<file path="src/rtl/seq_div_if.sv">
// Handshake and data bundle for the sequential signed divider.
// The master drives the operands and start; the slave returns the result and flags.
interface seq_div_if;
  logic       start;
  logic [7:0] Z;
  logic [3:0] Y;
  logic [7:0] Q;
  logic [3:0] R;
  logic       valid;
  logic       busy;
  logic       dbz;
  logic       ovf;

  modport master (
    output start, Z, Y,
    input  Q, R, valid, busy, dbz, ovf
  );

  modport slave (
    input  start, Z, Y,
    output Q, R, valid, busy, dbz, ovf
  );
endinterface

</file>
<file path="src/rtl/seq_div.sv">
// Sequential signed 8/4 divider, restoring algorithm on magnitudes.
// Fixed latency: result is valid 9 cycles after the start sample.
module seq_div (
  input logic    clk,
  input logic    rst,
  seq_div_if.slave bus
);

  typedef enum logic [1:0] {
    IDLE,
    CALC,
    FIX
  } state_t;

  state_t     st;
  logic [2:0] cnt;
  logic [7:0] dvd;
  logic [4:0] rem;
  logic [3:0] ay;
  logic       sz;
  logic       sy;
  logic       yz;
  logic       mn;

  logic [4:0] cand;
  logic [4:0] diff;
  logic       ge;

  // Next partial remainder after shifting in the dividend MSB.
  assign cand = {rem[3:0], dvd[7]};
  assign ge   = cand >= {1'b0, ay};
  assign diff = cand - {1'b0, ay};

  always_ff @(posedge clk or negedge rst) begin
    if (!rst) begin
      st        <= IDLE;
      cnt       <= 3'd0;
      dvd       <= 8'h00;
      rem       <= 5'd0;
      ay        <= 4'h0;
      sz        <= 1'b0;
      sy        <= 1'b0;
      yz        <= 1'b0;
      mn        <= 1'b0;
      bus.Q     <= 8'h00;
      bus.R     <= 4'h0;
      bus.valid <= 1'b0;
      bus.busy  <= 1'b0;
      bus.dbz   <= 1'b0;
      bus.ovf   <= 1'b0;
    end else begin
      bus.valid <= 1'b0;
      unique case (st)
        IDLE: begin
          if (bus.start) begin
            sz       <= bus.Z[7];
            sy       <= bus.Y[3];
            dvd      <= bus.Z[7] ? 8'(-bus.Z) : bus.Z;
            ay       <= bus.Y[3] ? 4'(-bus.Y) : bus.Y;
            yz       <= bus.Y == 4'h0;
            mn       <= (bus.Z == 8'h80) && (bus.Y == 4'hF);
            rem      <= 5'd0;
            cnt      <= 3'd0;
            bus.busy <= 1'b1;
            st       <= CALC;
          end
        end
        CALC: begin
          if (ge) begin
            rem <= diff;
            dvd <= {dvd[6:0], 1'b1};
          end else begin
            rem <= cand;
            dvd <= {dvd[6:0], 1'b0};
          end
          cnt <= cnt + 3'd1;
          if (cnt == 3'd7)
            st <= FIX;
        end
        FIX: begin
          if (yz) begin
            bus.Q <= 8'h00;
            bus.R <= 4'h0;
          end else begin
            bus.Q <= (sz ^ sy) ? 8'(-dvd) : dvd;
            bus.R <= sz ? 4'(-rem) : rem[3:0];
          end
          bus.dbz   <= yz;
          bus.ovf   <= mn;
          bus.valid <= 1'b1;
          bus.busy  <= 1'b0;
          st        <= IDLE;
        end
        default: st <= IDLE;
      endcase
    end
  end

endmodule

</file>
<file path="src/flat_wrapper.sv">
// flat-port wrapper written by rule: the top's interface ports become plain ports
module seq_div_flat 
  (clk, rst, bus_start, bus_Z, bus_Y, bus_Q, bus_R, bus_valid, bus_busy, bus_dbz, bus_ovf);
  seq_div_if bus_i ();
  input logic clk;
  input logic rst;
  input wire logic [$bits(bus_i.start)-1:0] bus_start;
  input wire logic [$bits(bus_i.Z)-1:0] bus_Z;
  input wire logic [$bits(bus_i.Y)-1:0] bus_Y;
  output wire logic [$bits(bus_i.Q)-1:0] bus_Q;
  output wire logic [$bits(bus_i.R)-1:0] bus_R;
  output wire logic [$bits(bus_i.valid)-1:0] bus_valid;
  output wire logic [$bits(bus_i.busy)-1:0] bus_busy;
  output wire logic [$bits(bus_i.dbz)-1:0] bus_dbz;
  output wire logic [$bits(bus_i.ovf)-1:0] bus_ovf;
  assign bus_i.start = bus_start;
  assign bus_i.Z = bus_Z;
  assign bus_i.Y = bus_Y;
  assign bus_Q = bus_i.Q;
  assign bus_R = bus_i.R;
  assign bus_valid = bus_i.valid;
  assign bus_busy = bus_i.busy;
  assign bus_dbz = bus_i.dbz;
  assign bus_ovf = bus_i.ovf;
  seq_div u_core (.clk(clk), .rst(rst), .bus(bus_i));
endmodule
</file>
<file path="config.mk">
export PLATFORM = sky130hd
export DESIGN_NAME = seq_div_flat
export DESIGN_NICKNAME = d
export VERILOG_FILES = /design/src/rtl/seq_div_if.sv /design/src/rtl/seq_div.sv /design/src/flat_wrapper.sv
export SDC_FILE = /design/constraint.sdc
export NUM_CORES = 1
export LEC_CHECK = 0
export ABC_CLOCK_PERIOD_IN_PS = 2000
export CAP_MARGIN = 20
export CORE_AREA = 3 3 68 70
export DETAILED_ROUTE_END_ITERATION = 12
export DIE_AREA = 0 0 71 73
export PLACE_DENSITY = 0.75
export SLEW_MARGIN = 20
export SYNTH_ARGS = -nofsm -noshare
export SYNTH_HDL_FRONTEND = slang
export SYNTH_SLANG_ARGS = --single-unit
</file>
<file path="constraint.sdc">
create_clock -name clk -period 2 [get_ports clk]
set_clock_uncertainty 0.15 [all_clocks]
set_input_delay 0.4 -clock clk [delete_from_list [all_inputs] [get_ports clk]]
set_output_delay 0.4 -clock clk [all_outputs]
set_load 0.03 [all_outputs]
</file>
==> out/results.md <==
* **clock sink count** 41
* **Post-Syn Area** 2190 sq um
* **clock latency at the later pin of the worst-skew pair** 0.29 ns
* **detailed route wirelength on metal2** 2000 um
* **Seq pwr share** 0.344
* **routed vias/inst** 5.50
* **TritonCTS clock tree** built
* **Setup Viol. Count Final** 0
* **die height** 73 um
* **flop2flop setup slack** 0.11 ns
* **Die W** 71 um
* **Post-layout nets** 295
* **final number of hold-violating endpoints** 0
* **number of global-route vias before repair** 1693
* **cell-by-cell trace of the critical path** clkdlybuf4s50_1
* **Iteration-0 DRC Markers** 59
* **sequential area share after synthesis** 0.469
* **initial antenna violation count** 0
* **Max Buffers Root-to-Sink** 2
* **Synth cell types** 43
* **start point of the critical path** u_core.bus.ovf$_DFFE_PN0P_
* **antenna diode count** 0
* **GRT Residual Overflow** 0
* **slew of the pin with the lowest slew margin** 0.499 ns
* **clock root buffer** sky130_fd_sc_hd__clkbuf_8
* **final core utilization** 0.676
* **dpl cell area** 2640 sq um
* **synthesized area divided by synthesized cell count** 9.82 sq um
* **minimum clock period after layout** 1.89 ns
* **Register-to-Register Path Depth** 5
* **required time of the worst setup path** 1.45 ns
* **final period utilization** 0.944
* **most frequent standard cell in the layout excluding fill and tap cells** sky130_fd_sc_hd__dfrtp_1
* **total clock buffers created by CTS** 5
* **die footprint** 5180 sq um
* **max-cap violations** 0
* **top library cells by usage in the layout, fill and taps aside** sky130_fd_sc_hd__dfrtp_1, sky130_fd_sc_hd__clkdlybuf4s50_1, sky130_fd_sc_hd__nand2_1, sky130_fd_sc_hd__buf_4, sky130_fd_sc_hd__inv_1
* **#FFs+latches synth** 41
* **share of layout cells above drive strength 1** 0.108
* **syn nets** 250
* **highest-delay cell along the critical path** sky130_fd_sc_hd__clkdlybuf4s50_1
* **io pins** 31
* **clock power share** 0.120
* **uppermost layer routed** met4
* **total buffers and inverters traversed by the critical path** 1
* **GRT Util Overall** 0.184
* **Core Footprint** 4030 sq um
* **standby leakage power** 1.23 nW
* **sort of element at the end of the critical path** primary output
* **Clock Pin Slew Worst Setup and Hold Paths** 0.08 ns
* **Final HPWL DP** 3400 um
* **Reg2Reg Capture Point** u_core.rem[1]$_DFFE_PN0P_
* **maximum number of pins on one net before global-route repair** 42
* **initial cell density of the core** 0.543
* **deepest level of the CTS H-tree** 2
* **number of instances in the synthesized netlist** 223
* **length of the first detailed-routing pass in iterations** 4
* **kind of start point of the critical path** flop
* **startpoint of the worst-slack reg-to-reg timing path** u_core.rem[1]$_DFFE_PN0P_
* **postcts setup bufs** 0
* **setup tns final** 0 ns
* **kind of path behind the tightest hold check** in2async
* **global-route wire length before repair** 7570 um
* **Combinational Power Share** 0.536
* **met3 layer wire length in the routed design** 212 um
* **endpoint arrival time on the critical path** 1.34 ns
* **peak supply drop** 0.753 mV
* **hold slack final** 0.00724 ns
* **count of port buffers added during placement** 30
* **per-cell routed wire length** 13.7 um
* **count of hold-fix buffers inserted at cts** 0
* **total non-filler cell area in the finished layout** 2720 sq um
* **total power of the final layout** 4.34 mW
* **Max Clk Rate** 0.530 GHz
* **max_slew headroom** 0.667
* **cell row count** 23
* **category of cells accounting for the largest share of critical-path delay** buffers and inverters
* **RSZ-0062 raised after global routing** no
* **final weighted congestion of routability-driven global placement** 0.850
* **via count** 1756
* **max-slew violation count** 0
* **cell internal power dissipation** 2.51 mW
* **ratio of total power to cell area** 1600 nW/um^2
* **Yosys warning count** 0
* **Final ANT Viol Nets** 0
* **critical path type** reg2out
* **crit-path max cell delay** 0.68 ns
* **maximum fanout count along the critical path** 2
* **sum of routed wire segments on met1** 2070 um
* **switching share of power** 0.423
* **switching pwr** 1.84 mW
* **DRC violations left** 0
* **signed area change from the synthesized netlist to the final layout** 24.3%
* **run status** completed
* **total routed wirelength** 4360 um
how the worst max path moves through the flow:
stage,cells past startpoint,slack (ns),end
floorplan,5,0.23,u_core.rem[1]$_DFFE_PN0P_
global placement,7,0.05,u_core.dvd[4]$_DFFE_PN0P_
detailed placement,7,0.03,u_core.dvd[4]$_DFFE_PN0P_
CTS,6,0.11,u_core.rem[1]$_DFFE_PN0P_
global route,5,0.01,u_core.rem[1]$_DFFE_PN0P_
finish,1,0.11,bus_ovf
stage by stage:
step	std cells	worst slack (ns)
final	319	0.113
after global routing	319	0.0128
after CTS	319	0.107
after detailed placement	311	0.0267
after global placement	311	0.0496
after floorplan	223	0.231
synth_stat cells (all sizes together):
| library cell | count | area share |
|---|---|---|
| clkbuf | 5 | 0.0086 |
| o32ai | 1 | 0.0040 |
| nor3 | 6 | 0.014 |
| nor2 | 14 | 0.024 |
| or2b | 1 | 0.0034 |
| o21bai | 1 | 0.0034 |
| a22o | 6 | 0.024 |
| nand2b | 4 | 0.011 |
| o211ai | 1 | 0.0034 |
| xnor2 | 11 | 0.047 |
| xor2 | 4 | 0.016 |
| inv | 17 | 0.029 |
| o21ai | 15 | 0.034 |
| nand3b | 1 | 0.0034 |
| nor3b | 1 | 0.0034 |
| a21oi | 8 | 0.018 |
| a22oi | 5 | 0.017 |
| and3b | 1 | 0.0040 |
| or2 | 1 | 0.0029 |
| a311o | 1 | 0.0046 |
| o41ai | 2 | 0.0080 |
| a31oi | 2 | 0.0057 |
| o311ai | 1 | 0.0040 |
| nor4 | 4 | 0.011 |
| dfrtp | 41 | 0.47 |
| nand4 | 2 | 0.0057 |
| mux2i | 1 | 0.0046 |
| fa | 1 | 0.0091 |
| or4b | 1 | 0.0046 |
| ha | 11 | 0.063 |
| buf | 4 | 0.0091 |
| nor2b | 1 | 0.0029 |
| mux2 | 4 | 0.021 |
| nand2 | 28 | 0.048 |
| and2 | 1 | 0.0029 |
| o221ai | 2 | 0.0080 |
| o22ai | 1 | 0.0029 |
| a221o | 1 | 0.0046 |
| o31ai | 11 | 0.040 |
logic make-up after synthesis:
| group | after synthesis | share of synthesized area |
|---|---|---|
| simple gates | 66 | 0.142 |
| compound gates | 58 | 0.182 |
| flops | 41 | 0.469 |
| buf+inv | 26 | 0.0469 |
| xor+xnor | 15 | 0.0634 |
| fa+ha+maj | 12 | 0.0720 |
| mux | 5 | 0.0251 |
area by class of cell:
type	instances	area [sq um]
clock buffer	6	72.6
clock inverter	2	10.0
fill	340	1310
inverter	17	63.8
multi-input combinational	156	1060
sequential	41	1030
tap	50	62.6
timing repair buffer	47	423
per-layer routing:
layer,global-route usage,up-vias
li1,-,878
met2,0.298,45
met5,0,-
met3,0.0331,9
met4,0.0752,0
met1,0.246,824
worst register-to-register path, cell delays in order (launching register included):
cell and delay, ns:
sky130_fd_sc_hd__dfrtp_1 0.42, sky130_fd_sc_hd__ha_1 0.34, sky130_fd_sc_hd__o21ai_1 0.17, sky130_fd_sc_hd__a21oi_2 0.08, sky130_fd_sc_hd__or2_1 0.26, sky130_fd_sc_hd__a311o_1 0.36
state kept, by name, indices dropped and copies added (netlist names):
name / cells
u_core.bus.busy: 1
u_core.st: 2
u_core.bus.dbz: 1
u_core.ay: 4
u_core.rem: 4
u_core.sz: 1
u_core.yz: 1
u_core.bus.Q: 8
u_core.mn: 1
u_core.sy: 1
u_core.dvd: 8
u_core.bus.valid: 1
u_core.cnt: 3
u_core.bus.R: 4
u_core.bus.ovf: 1
power groups by stage:
stage / combinational [mW] / clock [mW] / sequential [mW]
after floorplan: 1.40 / 0 / 1.67
after global placement: 2.27 / 0 / 1.49
after detailed placement: 2.32 / 0 / 1.51
after CTS: 2.33 / 0.536 / 1.49
after global routing: 2.59 / 0.573 / 1.55
final: 2.33 / 0.522 / 1.49
what timing repair did:
action	4_1_cts	5_1_grt
endpoints found under the hold margin	0	0
gates resized for setup	0	1
setup endpoints to repair	0	1
(Power assumes the default switching activity.)
